<file path="config.mk">
export PLATFORM = sky130hd
export DESIGN_NAME = asteroid_field
export DESIGN_NICKNAME = d
export VERILOG_FILES = /design/src/rtl/asteroid_field.sv
export SDC_FILE = /design/constraint.sdc
export NUM_CORES = 1
export LEC_CHECK = 0
export ABC_AREA = 1
export CAP_MARGIN = 0
export CORE_ASPECT_RATIO = 1.75
export CORE_MARGIN = 2
export CORE_UTILIZATION = 44
export CTS_CLUSTER_SIZE = 40
export DETAILED_ROUTE_END_ITERATION = 10
export PLACE_DENSITY = 0.76
export SLEW_MARGIN = 10
export SYNTH_ARGS = -nofsm -noshare
export SYNTH_HDL_FRONTEND = slang
export SYNTH_SLANG_ARGS = --single-unit
</file>
<file path="constraint.sdc">
create_clock -name clk -period 1.87 [get_ports clk]
set_input_delay 0.2805 -clock clk [delete_from_list [all_inputs] [get_ports clk]]
set_output_delay 0.2805 -clock clk [all_outputs]
set_load 0.02 [all_outputs]
</file>
<file path="src/rtl/asteroid_field.sv">
// rtl/asteroid_field.sv - 16x16 asteroid occupancy grid generator with scroll, spawn and scoring
//
// Purpose:
//   Spawns pseudo-random asteroid rows at row 0 and scrolls the field toward
//   row 15 (the ship row) once per tick. Empty rows are inserted between
//   asteroid rows. Rows that leave row 15 non-empty are counted as dodged.
//   A collision indication on halt freezes the field until the next start.
//
// Ports:
//   clk          in   system clock
//   reset        in   synchronous active-low reset
//   start        in   one-cycle pulse, begins a new game from IDLE or FROZEN
//   halt         in   collision indication, freezes the field while in RUN
//   level[1:0]   in   speed select, tick period = BASE_PERIOD >> level
//   grid         out  occupancy grid[r][c], row 0 = spawn, row 15 = ship row
//   row_tick     out  one-cycle pulse the cycle after each scroll
//   rows_dodged  out  saturating count of non-empty rows scrolled off row 15
//   running      out  high while in RUN

module asteroid_field #(
  parameter int          BASE_PERIOD = 32,
  parameter int          GAP         = 1,
  parameter logic [15:0] SEED        = 16'hACE1
) (
  input  logic              clk,
  input  logic              reset,
  input  logic              start,
  input  logic              halt,
  input  logic [1:0]        level,
  output logic [15:0][15:0] grid,
  output logic              row_tick,
  output logic [7:0]        rows_dodged,
  output logic              running
);

  localparam int         CW    = $clog2(BASE_PERIOD);
  localparam logic [CW:0] BP   = (CW+1)'(BASE_PERIOD);
  localparam logic [2:0] GAP_L = 3'(GAP);

  typedef enum logic [1:0] {
    S_IDLE,
    S_RUN,
    S_FROZEN
  } state_t;

  state_t        state;
  state_t        state_n;
  logic          enter_run;
  logic [CW-1:0] cnt;
  logic [15:0]   lfsr;
  logic [2:0]    gap_cnt;
  logic [CW:0]   period_m1;
  logic          advance;
  logic          scroll;
  logic [15:0]   lfsr_rot;
  logic [15:0]   new_row;

  always_comb begin
    state_n   = state;
    enter_run = 1'b0;
    case (state)
      S_IDLE: begin
        if (start) begin
          state_n   = S_RUN;
          enter_run = 1'b1;
        end
      end
      S_RUN: begin
        if (halt) begin
          state_n = S_FROZEN;
        end
      end
      S_FROZEN: begin
        // start wins over a still-asserted halt here
        if (start) begin
          state_n   = S_RUN;
          enter_run = 1'b1;
        end
      end
      default: state_n = S_IDLE;
    endcase
  end

  // The period can shrink mid-count when level rises; the >= compare turns
  // that into a scroll on the next cycle instead of a counter wrap.
  assign period_m1 = (BP >> level) - (CW+1)'(1);
  assign advance   = (state == S_RUN) && !halt;
  assign scroll    = advance && ({1'b0, cnt} >= period_m1);

  assign lfsr_rot = {lfsr[8:0], lfsr[15:9]};
  assign new_row  = (gap_cnt != 3'd0) ? 16'h0000 : (lfsr & lfsr_rot);

  assign running = (state == S_RUN);

  always_ff @(posedge clk) begin
    if (!reset) begin
      state       <= S_IDLE;
      grid        <= '0;
      row_tick    <= 1'b0;
      rows_dodged <= 8'd0;
      cnt         <= '0;
      lfsr        <= SEED;
      gap_cnt     <= GAP_L;
    end else begin
      state    <= state_n;
      row_tick <= scroll;
      if (enter_run) begin
        grid        <= '0;
        rows_dodged <= 8'd0;
        cnt         <= '0;
        lfsr        <= SEED;
        gap_cnt     <= GAP_L;
      end else if (advance) begin
        if (scroll) begin
          cnt  <= '0;
          grid <= {grid[14:0], new_row};
          if ((grid[15] != 16'h0000) && (rows_dodged != 8'hFF)) begin
            rows_dodged <= rows_dodged + 8'd1;
          end
          if (gap_cnt != 3'd0) begin
            gap_cnt <= gap_cnt - 3'd1;
          end else begin
            // LFSR only steps on rows that actually carry asteroids
            lfsr    <= {lfsr[14:0], lfsr[15] ^ lfsr[13] ^ lfsr[12] ^ lfsr[10]};
            gap_cnt <= GAP_L;
          end
        end else begin
          cnt <= cnt + 1'b1;
        end
      end
    end
  end

endmodule

</file>
After elaboration in Yosys (flattened, before gate mapping)
Cells that the tools add are included.
{ "word_totals": {"ff_bits": 291} }
{ "op_classes": {"bitwise": 6, "n_mux": 8, "order_cmp": 1, "add_sub_neg": 4, "shifts": 1, "reduce_logical": 13, "n_eq_ne": 5} }
{ "op_table": {"columns": ["operator", "n"], "rows": [
  ["bitwise AND 16 bit", 1],
  ["two-way mux 16 bit", 1],
  ["nonzero test 16 bit", 1],
  ["adder 8 x 1 -> 8 bit, second input constant", 1],
  ["inequality test 8 bit, second input constant", 1],
  ["greater-or-equal comparator 5 x 6 -> 1 bit", 1],
  ["AND reduction 3 bit", 2],
  [">> shifter 6 x 2 -> 6 bit, first input constant", 1],
  ["subtractor 6 x 1 -> 6 bit, second input constant", 1],
  ["adder 5 x 1 -> 5 bit, second input constant", 1],
  ["two-way mux 5 bit", 1],
  ["two-way mux 2 bit", 2],
  ["case mux 2 bit (2 select lines)", 1],
  ["AND reduction 2 bit", 2],
  ["OR reduction 2 bit", 2],
  ["logical AND 1 bit", 3],
  ["two-way mux 3 bit", 1],
  ["nonzero test 3 bit", 1],
  ["subtractor 3 x 1 -> 3 bit, second input constant", 1],
  ["XOR 1 bit", 3],
  ["equality test 2 x 1 -> 1 bit, second input constant", 1],
  ["equality test 2 bit, second input constant", 1],
  ["zero test 2 bit", 1],
  ["two-way mux 1 bit", 2],
  ["4 further kinds", 5]
]} }

Depth between registers and ports, before layout
{ "depth": {"word_depth": 5, "mapped_depth": 13, "mapped_depth_nobuf": 12} }

Worst setup path before layout
Ideal clock, no wire load.
{ "synth_path": {"path_type": "in2reg", "from": "input port level[0]", "to": "register gap_cnt[1]", "arrival_ns": 1.714, "path_stages": 11, "setup_ns": 0.132, "path_slack_ns": 0.024, "path_buffers": 1, "cell_sequence": "or2_2 -> ha_1 -> nand2_1 -> inv_1 -> nand2_1 -> nand2_1 -> nand2_4 -> buf_6 -> or2_2 -> nand2_1 -> a21oi_1"} }
{ "synth_via": {"elab_chain_cells": 5} }
{ "synth_lines": {"columns": ["item", "line_no", "source"], "rows": [
  ["start, declared", "29", "input logic [1:0] level,"],
  [">> shifter 6 x 2 -> 6 bit", "86", "assign period_m1 = (BP >> level) - (CW+1)'(1);"],
  ["subtractor 6 x 1 -> 6 bit", "86", null],
  ["greater-or-equal comparator 5 x 6 -> 1 bit", "88", "assign scroll = advance && ({1'b0, cnt} >= period_m1);"],
  ["logical AND 1 bit", "88", null],
  ["AND reduction 2 bit (no source line)", null, null],
  ["end signal, assigned", "121", "gap_cnt <= gap_cnt - 3'd1;"],
  ["end, declared", "51", "logic [2:0] gap_cnt;"]
]} }
Every way passes these cells.
A chain may end at the register's enable or synchronous reset.

Worst setup path in the final report
{ "layout_path": {"from": "register cnt[1]", "to": "register grid[186] in the netlist's numbering"} }
{ "layout_via": {"elab_chain_cells": 3} }
{ "layout_lines": {"columns": ["item", "line_no", "source"], "rows": [
  ["start, declared", "49", "logic [CW-1:0] cnt;"],
  ["start signal, assigned", "128", "cnt <= cnt + 1'b1;"],
  ["greater-or-equal comparator 5 x 6 -> 1 bit", "88", null],
  ["logical AND 1 bit", "88", null],
  ["AND reduction 2 bit (no source line)", null, null],
  ["end signal, assigned", "116", "grid <= {grid[14:0], new_row};"],
  ["end, declared", "30", "output logic [15:0][15:0] grid,"]
]} }
Every way passes these cells.

==> key figures <==
Status
  • Status: complete, no violations

Drt
  • Residual DRC count: 0
  • DR vias/cell: 5.09
  • Drt first pass iters: 5
  • Routed len/inst: 16.4 µm
  • Via count: 9,946
  • Drt initial violations: 709
  • Total wire length: 32.1 mm
  • Routed Antenna Nets: 0

Hold path
  • Hold Crit Start: halt
  • Hold WC Path Type: primary input to register

GRT
  • GR Overflow Total: 0
  • GRT Util Overall: 24.8%
  • Largest net degree at the start of global routing: 42
  • First-pass GRT wire length: 49.7 mm
  • Antenna violations before repair: 0
  • Vias in the first global route: 9,156

Logic synthesis
  • Adder-Cell Fraction of Synth Area: 0.845%
  • Xor and xnor area share after synthesis: 1.01%
  • Area share of the leading cell type in the synthesized netlist: 56.2%
  • Syn avg cell area: 7.91 µm²
  • Post-synth top area cell: dfxtp_1
  • Synth warn: 0
  • Largest family of logic cells by synthesized area: simple AND/OR/NAND/NOR gates
  • Cell count after synthesis: 1,310
  • Sequential-to-total area share from yosys stat: 56.2%
  • Mux cell area share after synthesis: 0%
  • Post-synth cell types: 31
  • Post-Synth Simple-Gate Area: 23.0%
  • Post-synthesis compound-gate area fraction: 13.9%
  • Synth area leaders: dfxtp_1 56%, nor2_1 18%, o21ai_0 12%, nand2_1 2.8%, buf_2 2.5%
  • Post-Synthesis Cell Area: 10,400 µm²
  • Synthesized flop and latch total: 291
  • Syn Nets: 1,323

CTS
  • CTS tree: yes
  • CTS clock-pin slew for the worst setup and hold paths: 70 ps
  • TritonCTS Sinks: 291
  • TritonCTS buffer count: 25
  • H-tree lvl count: 1
  • Worst-case clock buffer depth: 3
  • Root buffer cell: clkbuf_16
  • Worst-Skew Late Latency: 530 ps

Timing
  • Fin. Hold Viols: 0
  • Tcrit/Tclk final: 99.8%
  • Final setup vio count: 0
  • Worst slew pin tran: 390 ps
  • Fmax achieved: 536 MHz
  • Max-slew violation count: 0
  • TNS Setup: 0 ps
  • Hold slack final: 375 ps
  • Slew headroom: 73.9%
  • Unrepaired setup endpoints after global routing: yes
  • Tmin final: 1870 ps
  • Setup WS post-layout: 3.15 ps
  • Clock Skew: 17.3 ps

Pwr
  • Worst-case vdd ir drop: 840 µV
  • Power density over the cells: 787 nW/µm²
  • Leakage: 6.34 nW

Final layout
  • # diodes: 0
  • Final instance area: 15,300 µm²
  • Layout area overhead: 47.2%
  • Final #Nets: 1,645
  • Share of cells above drive strength 1: 11.0%
  • Storage cell area: 5830 µm²
  • Multi-input logic area: 4090 µm²
  • Fill cells: 1,895

Critical path
  • Worst setup path category: register to register
  • CP Launch Type: register
  • Worst Setup End Kind: register
  • CP Data Required Time: 2330 ps
  • Crit path from: cnt[1]
  • CP Max Fanout: 6
  • Critical Path AT: 2320 ps
  • Worst r2r src: cnt[1]

Floorplanning
  • Die Wd: 120 µm
  • IO Count: 272
  • Core Box Area: 23,200 µm²
  • Initial core utilization: 44.6%
  • # rows: 74
  • Die Footprint: 24,800 µm²
  • Die span in y: 207 µm

Place
  • GPL Wtd Cong: 0.904
  • Area after DPL: 14,000 µm²
  • Detailed-placement wirelength estimate: 22.9 mm
  • DP Worst Slack: -671 ps
  • # port buffers: 271

Run
  • Max-cap violation count: 0
[registers in the layout, indices dropped and copies added, names as in the netlist]
| register | flops |
|---|---|
| lfsr | 16 |
| state | 2 |
| grid | 256 |
| gap_cnt | 3 |
| rows_dodged | 8 |
| row_tick | 1 |
| cnt | 5 |
[cells in the final DEF, fill, tap and decap left out, types with 2 or more instances in the layout]
cell type / synthesis / routed
nand3_1: 15 / 15
clkbuf_1: 24 / 2
o21ai_1: 6 / 12
dfxtp_1: 291 / 287
nand2_1: 77 / 74
inv_1: 18 / 17
dlymetal6s2s_1: 0 / 37
a22oi_1: 2 / 2
bufinv_16: 0 / 2
nand4_1: 6 / 6
buf_4: 7 / 71
clkbuf_16: 0 / 27
dfxtp_2: 0 / 4
a2bb2oi_1: 2 / 2
or2_2: 3 / 2
inv_6: 0 / 2
o21ai_0: 252 / 245
clkbuf_8: 0 / 9
buf_12: 0 / 22
inv_2: 2 / 2
clkdlybuf4s50_1: 0 / 196
nor2_4: 2 / 2
clkinv_2: 1 / 6
a21oi_1: 14 / 14
xnor2_1: 7 / 7
nor2_1: 502 / 502
nand2_2: 2 / 5
ha_4: 0 / 3
ha_1: 7 / 3
buf_6: 3 / 10
bufbuf_16: 0 / 2
o211ai_1: 3 / 3
dlygate4sd2_1: 0 / 38
xor2_1: 5 / 5
[per-stage QoR]
step / power (mW) / util [%] / cells
6_report: 12.0 / 65.6 / 1954
5_1_grt: 12.4 / 65.6 / 1954
4_1_cts: 12.1 / 64.7 / 1951
3_5_place_dp: 6.77 / 60.2 / 1894
3_3_place_gp: 6.76 / 60.2 / 1894
2_1_floorplan: 6.60 / - / 1310
[what timing repair did]
| action | 4_1_cts | 5_1_grt |
|---|---|---|
| setup endpoints to repair | 265 | 207 |
| setup buffers | 9 | 1 |
| resized for setup | 52 | 58 |
| pin swaps | 3 | 16 |
| gates cloned | 3 | 2 |
| hold buffers | 0 | 0 |
[critical path: stages (launching register included)]
cell and delay, ps:
dfxtp_1 370, ha_2 220, nand2_1 50, nand2_1 70, nand2_2 70, buf_6 120, a21oi_4 200, buf_12 160
buf_12 140, bufbuf_16 260, nor2_1 50, nor2_1 110
[Yosys cell counts]
library cell and number:
inv_2 2, nand2_1 77, nand2_2 2, nor2_2 1, ha_1 7, a21oi_4 1
o211ai_1 3, o21ai_0 252, nand4_1 6, buf_4 7, inv_1 18, nor2_4 2
clkinv_2 1, dfxtp_1 291, a21oi_2 1, buf_6 3, nand2_4 2, clkbuf_1 24
a22oi_1 2, buf_1 1, a21oi_1 14, nand3_2 1, nand3_1 15, nand3b_1 1
xnor2_1 7, nor2_1 502, o21ai_1 6, or2_2 3, buf_2 51, xor2_1 5
a2bb2oi_1 2
[layer usage]
metal / part of all wire, % / wire length [µm] / GRT usage [%]
met3: 7.2 / 2310 / 4.57
met1: 37 / 12000 / 27.6
met5: 0 / 0 / 0
met4: 3.1 / 1010 / 8.32
met2: 52 / 16800 / 46.4
[path summary, 6_finish.rpt]
check,end,slack [ps],cells after the start
setup / recovery,grid[186],3,11
hold / removal,state[1],380,3
setup reg to reg,grid[186],3,11
hold reg to reg,gap_cnt[1],470,2
[report_power, final]
part           switching, mW  internal, mW  total, mW
combinational          0.262         0.172      0.434
clock                   2.27          3.09       5.37
sequential           0.00216          6.20       6.20
total                   2.54          9.46       12.0
[cell families after synthesis]
kind of cell | Yosys count
and+or+nand+nor | 612
xor gates and xnor gates | 12
DFF | 291
adders and majority gates | 7
buffers and inverters | 107
AOI/OAI and AO/OA | 281
[final cells by class]
type	count	area share (%)
well taps	304	2.49
multi-input cells	912	26.8
clock inverters	9	0.673
flip-flops and latches	291	38.2
clock buffers	36	4.96
inverters	21	0.558
repair buffers	381	26.3
(Power assumes the default switching activity.)
